File: src/rtl/io_write_arbiter.sv
// io_write_arbiter: shares the single mcu_io write port between the CPU
// channel and an auxiliary master. Each channel owns a one-entry pending
// buffer behind a valid/ready handshake. Pending writes are issued one per
// cycle, and the grant alternates round-robin when both channels wait.
module io_write_arbiter #(
    parameter int DATA_W = 8,
    parameter int ADDR_W = 8
) (
    input  logic              clk,
    input  logic              reset,
    // CPU channel
    input  logic              cpu_wr_valid,
    input  logic [ADDR_W-1:0] cpu_wr_addr,
    input  logic [DATA_W-1:0] cpu_wr_data,
    output logic              cpu_wr_ready,
    output logic              cpu_wr_done,
    // AUX channel
    input  logic              aux_wr_valid,
    input  logic [ADDR_W-1:0] aux_wr_addr,
    input  logic [DATA_W-1:0] aux_wr_data,
    output logic              aux_wr_ready,
    output logic              aux_wr_done,
    // mcu_io write port
    output logic              output_write_enable,
    output logic [ADDR_W-1:0] output_data_address,
    output logic [DATA_W-1:0] output_data_in
);

    // Grant owner encoding for last_grant.
    localparam logic GNT_CPU = 1'b0;
    localparam logic GNT_AUX = 1'b1;

    logic              cpu_pend_q, cpu_pend_d;
    logic [ADDR_W-1:0] cpu_addr_q, cpu_addr_d;
    logic [DATA_W-1:0] cpu_data_q, cpu_data_d;
    logic              aux_pend_q, aux_pend_d;
    logic [ADDR_W-1:0] aux_addr_q, aux_addr_d;
    logic [DATA_W-1:0] aux_data_q, aux_data_d;
    logic              last_grant_q, last_grant_d;
    logic              wen_q, wen_d;
    logic              cpu_done_q, cpu_done_d;
    logic              aux_done_q, aux_done_d;
    logic [ADDR_W-1:0] out_addr_q, out_addr_d;
    logic [DATA_W-1:0] out_data_q, out_data_d;

    logic              cpu_accept, aux_accept;
    logic              gnt_cpu, gnt_aux;

    // Ready depends only on the buffer state and reset, never on valid.
    assign cpu_wr_ready = ~cpu_pend_q & ~reset;
    assign aux_wr_ready = ~aux_pend_q & ~reset;

    assign cpu_accept = cpu_wr_valid & cpu_wr_ready;
    assign aux_accept = aux_wr_valid & aux_wr_ready;

    // Round-robin grant: a lone pending channel wins; under contention the
    // channel that did not win last time wins. Acceptance requires an empty
    // buffer and a grant requires a full one, so the two never coincide.
    always_comb begin
        gnt_cpu = 1'b0;
        gnt_aux = 1'b0;
        if (cpu_pend_q && aux_pend_q) begin
            gnt_cpu = (last_grant_q == GNT_AUX);
            gnt_aux = (last_grant_q == GNT_CPU);
        end else begin
            gnt_cpu = cpu_pend_q;
            gnt_aux = aux_pend_q;
        end
    end

    // Next state for pending buffers, output port and grant history.
    always_comb begin
        cpu_pend_d   = cpu_pend_q;
        cpu_addr_d   = cpu_addr_q;
        cpu_data_d   = cpu_data_q;
        aux_pend_d   = aux_pend_q;
        aux_addr_d   = aux_addr_q;
        aux_data_d   = aux_data_q;
        last_grant_d = last_grant_q;
        wen_d        = gnt_cpu | gnt_aux;
        cpu_done_d   = gnt_cpu;
        aux_done_d   = gnt_aux;
        out_addr_d   = out_addr_q;
        out_data_d   = out_data_q;

        if (gnt_cpu) begin
            out_addr_d   = cpu_addr_q;
            out_data_d   = cpu_data_q;
            cpu_pend_d   = 1'b0;
            last_grant_d = GNT_CPU;
        end else if (gnt_aux) begin
            out_addr_d   = aux_addr_q;
            out_data_d   = aux_data_q;
            aux_pend_d   = 1'b0;
            last_grant_d = GNT_AUX;
        end

        if (cpu_accept) begin
            cpu_pend_d = 1'b1;
            cpu_addr_d = cpu_wr_addr;
            cpu_data_d = cpu_wr_data;
        end
        if (aux_accept) begin
            aux_pend_d = 1'b1;
            aux_addr_d = aux_wr_addr;
            aux_data_d = aux_wr_data;
        end
    end

    // Control and output-port registers; reset discards any buffered write.
    always_ff @(posedge clk) begin
        if (reset) begin
            cpu_pend_q   <= 1'b0;
            aux_pend_q   <= 1'b0;
            last_grant_q <= GNT_AUX;
            wen_q        <= 1'b0;
            cpu_done_q   <= 1'b0;
            aux_done_q   <= 1'b0;
            out_addr_q   <= '0;
            out_data_q   <= '0;
        end else begin
            cpu_pend_q   <= cpu_pend_d;
            aux_pend_q   <= aux_pend_d;
            last_grant_q <= last_grant_d;
            wen_q        <= wen_d;
            cpu_done_q   <= cpu_done_d;
            aux_done_q   <= aux_done_d;
            out_addr_q   <= out_addr_d;
            out_data_q   <= out_data_d;
        end
    end

    // Buffer payloads are only meaningful while pend is set, so no reset.
    always_ff @(posedge clk) begin
        cpu_addr_q <= cpu_addr_d;
        cpu_data_q <= cpu_data_d;
        aux_addr_q <= aux_addr_d;
        aux_data_q <= aux_data_d;
    end

    assign output_write_enable = wen_q;
    assign output_data_address = out_addr_q;
    assign output_data_in      = out_data_q;
    assign cpu_wr_done         = cpu_done_q;
    assign aux_wr_done         = aux_done_q;

endmodule

File: config.mk
export PLATFORM = sky130hd
export DESIGN_NAME = io_write_arbiter
export DESIGN_NICKNAME = d
export VERILOG_FILES = /design/src/rtl/io_write_arbiter.sv
export SDC_FILE = /design/constraint.sdc
export NUM_CORES = 1
export LEC_CHECK = 0
export ABC_AREA = 1
export CAP_MARGIN = 30
export CORE_ASPECT_RATIO = 0.6
export CORE_MARGIN = 4
export CORE_UTILIZATION = 29
export DETAILED_ROUTE_END_ITERATION = 10
export GPL_TIMING_DRIVEN = 0
export PLACE_DENSITY = 0.56
export SLEW_MARGIN = 10
export SYNTH_ARGS = -nofsm -noshare
export SYNTH_HDL_FRONTEND = slang
export SYNTH_SLANG_ARGS = --single-unit
File: constraint.sdc
create_clock -name clk -period 3 [get_ports clk]
set_input_delay 0.6 -clock clk [delete_from_list [all_inputs] [get_ports clk]]
set_output_delay 0.6 -clock clk [all_outputs]
set_load 0.005 [all_outputs]
# Word-level counts from Yosys, hierarchy flattened
# Cells that the tools add are included.
op_classes:
  addsub: 0
  n_mul: 0
  div_mod_pow: 0
  order_cmp: 0
  eq_ne: 1
  shift: 0
  mux: 13
  n_bitwise: 9
  n_reduce_logical: 5
op_table:
  columns: ["cell", "n"]
  rows:
  - ["$mux W8", 4]
  - ["$mux W1", 9]
  - ["$reduce_bool A2 Y1", 3]
  - ["$and A1 B1 Y1", 4]
  - ["$not A1 Y1", 4]
  - ["$ne A2 B2 Y1 const B", 1]
  - ["$reduce_and A2 Y1", 1]
  - ["$logic_and A1 B1 Y1", 1]
  - ["$or A1 B1 Y1", 1]
word_totals:
  register_bits: 54
  latch_bits: 0
  mem_bits_rw: 0
  rom_bits: 0
  inputBits: 36
  word_cells: 40
  n_memories: 0

# Logic depth before layout (Yosys ltp)
# Gate-level depths: netlist of run 1.
logic_depth:
  depth_word: 5
  mapped_depth: 7
  depth_no_buf: 6

# Worst setup path after synthesis of run 1
# No wires, ideal clock.
synth_path:
  kind: "input port to flip-flop"
  from: "input port reset"
  to: "register cpu_addr_q[0], enable pin"
  t_arrival_ns: 2.043
  t_required_ns: 2.587
  path_slack_ns: 0.544
  stages: 2
  n_path_buf: 1
  cell_sequence: "buf_2 > nor3b_1"
synth_between:
  elab_chain_cells: 3
synth_lines:
  columns: ["element", "line", "rtl"]
  rows:
  - ["from (decl)", "10", "input logic reset,"]
  - ["$not A1 Y1", "50", "assign cpu_wr_ready = ~cpu_pend_q & ~reset;"]
  - ["$and A1 B1 Y1", "50", null]
  - ["$and A1 B1 Y1", "53", "assign cpu_accept = cpu_wr_valid & cpu_wr_ready;"]
  - ["net cpu_accept", "46", "logic cpu_accept, aux_accept;"]
  - ["to (signal assigned)", "135", "cpu_addr_q <= cpu_addr_d;"]
  - ["to (decl)", "34", "logic [ADDR_W-1:0] cpu_addr_q, cpu_addr_d;"]
# The timed path passes the listed nets, and every way through them passes these cells.
# A chain may end at the register's enable or synchronous reset.

# Worst setup path after layout of run 1
layout_path:
  from: "input port reset"
  to: "output port aux_wr_ready"
layout_between:
  elab_chain_cells: 2
layout_lines:
  columns: ["element", "line", "rtl"]
  rows:
  - ["$not A1 Y1", "51", "assign aux_wr_ready = ~aux_pend_q & ~reset;"]
  - ["$and A1 B1 Y1", "51", null]
  - ["to (decl)", "21", "output logic aux_wr_ready,"]
# Every way passes these cells.

==> results of run 1 <==
cell usage in the layout (no fill, tap or decap):
cell / instances
nand2_1: 35
nand3_1: 39
bufinv_16: 2
inv_1: 37
nor3_2: 1
buf_8: 1
clkbuf_16: 5
clkdlybuf4s50_1: 55
buf_6: 1
inv_2: 2
nand2_4: 1
buf_4: 3
o22ai_1: 1
nand3_2: 9
buf_2: 4
clkbuf_8: 1
nand2_2: 1
nor2_1: 3
dfxtp_1: 22
edfxtp_1: 32
o31ai_1: 1
nor3b_2: 1
nor2_4: 1
o21ai_1: 1
nor2_8: 1
flip-flops by register name (all words and copies together), names as in the netlist:
| name | flops |
|---|---|
| output_write_enable | 1 |
| cpu_wr_done | 1 |
| aux_pend_q | 1 |
| output_data_in | 8 |
| output_data_address | 8 |
| aux_data_q | 8 |
| cpu_data_q | 8 |
| cpu_addr_q | 8 |
| last_grant_q | 1 |
| aux_addr_q | 8 |
| aux_wr_done | 1 |
| cpu_pend_q | 1 |
final timing paths:
path	start	to	cells past startpoint
setup / recovery	reset	aux_wr_ready	5
setup reg to reg	cpu_pend_q	cpu_addr_q[6]	3
hold reg to reg	output_data_address[0]	output_data_address[0]	2
hold / removal	output_data_address[0]	output_data_address[0]	2
stage by stage:
stage / instance area, sq um / cells / total power [mW]
6_report: 2990 / 347 / 1.83
5_1_grt: 2990 / 347 / 1.91
4_1_cts: 2990 / 347 / 1.85
3_5_place_dp: 2790 / 339 / 1.10
3_3_place_gp: 2780 / 338 / 1.10
2_1_floorplan: 2120 / 196 / 0.970
report_power, final:
group / switching, mW / leakage, nW / internal (mW)
combinational: 0.104 / 0.710 / 0.121
sequential: 0.0212 / 0.479 / 0.835
clock: 0.246 / 0.0971 / 0.501
worst min-delay path: cells and delay by family, from the launching register on:
| kind | cells | cell delay [ns] |
|---|---|---|
| DFF | 1 | 0.31 |
| and+or+nand+nor | 2 | 0.11 |
cells by family (layout without fill, tap and decap cells):
kind of cell           after synthesis  in the layout  share of synthesized area, %
AOI/OAI and AO/OA                    3              3                         0.885
DFF                                 54             54                          66.0
buffers and inverters               47            111                          9.79
and+or+nand+nor                     92             92                          23.3
layer usage:
metal / part of all wire (%) / routed length (um) / vias up
li1: - / - / 759
met1: 52 / 2430 / 626
met2: 42 / 1930 / 35
met3: 5.3 / 246 / 5
met4: 0.71 / 33 / 0
met5: 0 / 0 / -
area by class of cell:
class                   count  share of cell area [%]
flip-flops and latches     54                    46.8
well taps                  87                    3.64
plain buffers               8                    2.05
clock inverters             2                    2.01
multi-input cells          95                    17.3
repair buffers             56                    18.6
inverters                  39                    4.89
clock buffers               6                    4.64
==> results.yml, run 1 <==
floorplan:
  horizontal_die_dimension_um: 118
  chipHeight_um: 74.3
  io-pin-count: 57
  rows: 23
  core_area_sq_um: 6880
  start_util_pct: 30.9
  design.die.area_sq_um: 8790
global_route:
  grt_use_met3_pct: 3.42
  grt_pass1_wl_mm: 7.62
  grt_max_degree: 17
  grt-ovfl-total: 0
  grt-busiest-layer: "met2"
  grt_pass1_vias: 1480
  globalRouteMet2Util_pct: 17.0
  global_route.usage.total_pct: 11.3
  grt_use_met1_pct: 16.2
  antenna_found_initial: 0
cells_and_area:
  antenna_cells: 0
  nNetsFinal: 295
  fill_cells: 652
  ff_latch_area_sq_um: 1400
  multi_input_comb_area_sq_um: 518
  syn2layout_area_growth_pct: 41.0
  post_route_cells_drive_above_1_share_pct: 13.1
  final_core_util_pct: 43.5
placement:
  dp_hpwl_mm: 3.39
  gpl.final_weighted_congestion: 0.740
  portBuffers: 55
  pre_cts_ws_ns: 0.683
clock_tree:
  clkSlewWorstSetupHoldPaths_ns: 0.07
  tritoncts: "built"
  clock_buffer_count_from_cts: 5
  cts_hold_buf: 0
  post_cts.repair.setup_buffers: 0
  clkSinkCount: 54
  clock_path_buffers: 2
  clock_root_buffer: "clkbuf_16"
  worst_skew_pair.late_latency_ns: 0.28
  htree_num_levels: 2
  ctsResizeCount: 0
yosys:
  netlist-cell-type-count: 21
  syn_inst: 196
  synth_enable_flop_cells: 32
  most_repeated_cell_in_the_gate_level_netlist_after_synthesis: "nand3_1"
  synth_area_leader_cell: "edfxtp_1"
  yosysSeqAreaShare_pct: 66.0
  yosysTopAreaCellShare_pct: 45.3
  synth_commonest_cells: "39 x nand3_1, 37 x inv_1, 35 x nand2_1"
  mean_post_synth_cell_area_sq_um: 10.8
  mappedNetlistArea_sq_um: 2120
  predominant_post_synthesis_flop_cell: "edfxtp_1"
  number_of_register_bits_inferred_by_synthesis: 54
  ys_warn_count: 0
  post_synth_main_area_contributors: "edfxtp_1 45%, dfxtp_1 21%, nand3_1 9.2%"
  syn-num-nets: 232
  ys_async_sr_fraction_pct: 0
flow_run:
  maxCapViolCount: 0
sta:
  timing_hold_violations_final: 0
  clock-skew-final_ns: 0.00304
  fmaxAchievable_mhz: 448
  timing.final.crit_period_ns: 2.23
  timing_worst_slew_pin_value_ns: 0.717
  slew-limit-headroom_pct: 52.2
  setup-tns-final_ns: 0
  fin_worst_hold_slack_ns: 0.473
  grt_setup_unrepaired: "false"
  setup_slack_ns: 0.768
  maxSlewViolCount: 0
  setup_failing_eps_final: 0
  final.period_utilization_pct: 74.4
setup_path:
  crit_end_category: "primary output"
  critical_path.max_fanout: 9
  worst_ep_required_time_ns: 2.40
  crit_chain: "buf_2 > inv_2 > nand2_1 > inv_1 > clkdlybuf4s50_1"
  worst_path_dominant_cell_family: "buffers and inverters"
  cp.arrival_ns: 1.63
  longest_individual_stage_delay_on_the_worst_path_ns: 0.50
  r2r_slack_ns: 1.18
  setup.worst_path.class: "in2out"
  critPathBufInv: 4
  critical_path.slowest_cell: "clkdlybuf4s50_1"
  cp-start-kind: "primary input"
routing:
  vias_after_detailed_routing: 1425
  first_pass_iters: 4
  wl_per_cell_um: 13.4
  routed_via_density: 4.11
  detailedRoute.firstIterationViolations: 51
  number_of_design_rule_violations_left_after_detail_routing: 0
  detail_route_antenna_nets: 0
  drt_wl_total_mm: 4.64
power_and_ir_drop:
  p_leak_nw: 1.29
  p_per_area_nw_per_um2: 611
  ir_worst_vdd_mv: 0.241
hold_path:
  min_path_type: "reg2reg"
status:
  status: "complete, no violations"
Power figures use the tool's default switching activity.
==> run 2: changes to the inputs <==
PLACE_DENSITY = 0.57   (was 0.56)
clock period = 2 ns   (was 3 ns; I/O delays follow)
==> run 2 against run 1 <==
Against the previous run:
- register-to-register slack worse by 0.78 ns
- via count is 2.0% higher
- flip-flop and latch count stayed put
- cell count stayed put
- total power is 43% higher
- first-iteration DRC count is 12% higher
- highest routed layer unchanged
- sequential share of layout area is 0.32 points higher
- final area is 0.59% lower
- core utilization is 0.25 points lower
==> results.yml, run 2 (synthesized netlist as in run 1, its figures left out) <==
sta:
  maxSlewViolCount: 0
  grt_setup_unrepaired: "false"
  fin_worst_hold_slack_ns: 0.447
  timing_worst_slew_pin_value_ns: 0.751
  setup_slack_ns: 0.0913
  slew-limit-headroom_pct: 49.9
  fmaxAchievable_mhz: 524
  setup-tns-final_ns: 0
  timing_hold_violations_final: 0
  final.period_utilization_pct: 95.4
  clock-skew-final_ns: 0.00758
  timing.final.crit_period_ns: 1.91
  setup_failing_eps_final: 0
clock_tree:
  tritoncts: "built"
  clkSlewWorstSetupHoldPaths_ns: 0.07
  clock_buffer_count_from_cts: 5
  clock_path_buffers: 2
  post_cts.repair.setup_buffers: 0
  cts_hold_buf: 0
  worst_skew_pair.late_latency_ns: 0.29
  clock_root_buffer: "clkbuf_16"
  htree_num_levels: 2
  clkSinkCount: 54
cells_and_area:
  stdcell_count: 347
  final_core_util_pct: 43.3
  nNetsFinal: 295
  multi_input_comb_area_sq_um: 524
  fill_cells: 670
  syn2layout_area_growth_pct: 40.2
  layout.cells.most_common: "clkdlybuf4s50_1"
  most_frequent_cells_in_the_layout: "55 x clkdlybuf4s50_1, 39 x nand3_1, 37 x inv_1"
  post_route_cells_drive_above_1_share_pct: 13.1
  antenna_cells: 0
  ff_latch_area_sq_um: 1400
  stdcell_area_sq_um: 2980
global_route:
  grt_max_degree: 18
  grt_pass1_vias: 1534
  global_route.usage.total_pct: 12.0
  grt-ovfl-total: 0
  antenna_found_initial: 0
  grt_pass1_wl_mm: 7.85
power_and_ir_drop:
  p_leak_nw: 1.27
  design_power_total_mw: 2.61
  p_per_area_nw_per_um2: 878
  ir_worst_vdd_mv: 0.310
floorplan:
  design.die.area_sq_um: 8790
  horizontal_die_dimension_um: 118
  rows: 23
  start_util_pct: 30.9
  core_area_sq_um: 6880
  io-pin-count: 57
  chipHeight_um: 74.3
routing:
  detailedRoute.firstIterationViolations: 57
  vias_after_detailed_routing: 1454
  drt_wl_total_mm: 4.79
  first_pass_iters: 4
  detail_route_antenna_nets: 0
  number_of_design_rule_violations_left_after_detail_routing: 0
  routed_via_density: 4.19
  wl_per_cell_um: 13.8
placement:
  portBuffers: 55
  dp_hpwl_mm: 3.42
  dpl.cell_count: 339
  pre_cts_ws_ns: -0.0201
  gpl.final_weighted_congestion: 0.739
  placed_area_sq_um: 2800
setup_path:
  worst_ep_required_time_ns: 1.60
  cp-start-kind: "register"
  setup.worst_path.class: "reg2out"
  crit_end_category: "primary output"
  critical_path.max_fanout: 10
  cp.arrival_ns: 1.51
status:
  status: "complete, no violations"
flow_run:
  maxCapViolCount: 0
hold_path:
  min_path_type: "in2reg"
[run 2: changes by cell type in the layout (fill, tap and decap cells not counted), sizes merged]
cell | previous run | this run
clkinv | 0 | 1
bufinv | 2 | 1
[run 2: routing by layer]
metal / global-route usage [%] / share of wire (%) / routed length [um]
met1: 15.8 / 51 / 2420
met3: 4.94 / 7.7 / 368
met4: 4.24 / 1.0 / 49
met2: 17.9 / 41 / 1950
met5: 0 / 0 / 0
[run 2: final cells by class]
cell class / count / area share [%]
buffer: 8 / 2.14
clock buffer: 6 / 4.33
clock inverter: 2 / 1.30
inverter: 39 / 4.92
multi-input combinational: 95 / 17.6
sequential: 54 / 47.1
tap: 87 / 3.66
timing repair buffer: 56 / 18.9
[run 2: what timing repair did]
action	4_1_cts	5_1_grt
hold endpoints to repair	0	0
gates resized for setup	1	1
endpoints found under the setup margin	1	1
[run 2: worst max-delay path, stage by stage, from the launching register on]
cell and delay (ns):
dfxtp_2 0.36, buf_4 0.19, nor2_1 0.15, clkdlybuf4s50_1 0.52
[run 2: where the power goes]
part | switching (mW) | leakage [nW] | internal [mW]
Combinational | 0.158 | 0.713 | 0.185
Clock | 0.392 | 0.0810 | 0.594
Sequential | 0.0319 | 0.479 | 1.25
Total | 0.581 | 1.27 | 2.03
[run 2: worst paths after layout]
check	startpoint	to	slack, ns	depth (start not counted)
hold / removal	reset	cpu_wr_done	0.45	2
setup reg to reg	cpu_pend_q	cpu_addr_q[5]	0.40	3
hold reg to reg	output_data_address[2]	output_data_address[2]	0.47	2
setup / recovery	cpu_pend_q	cpu_wr_ready	0.09	3
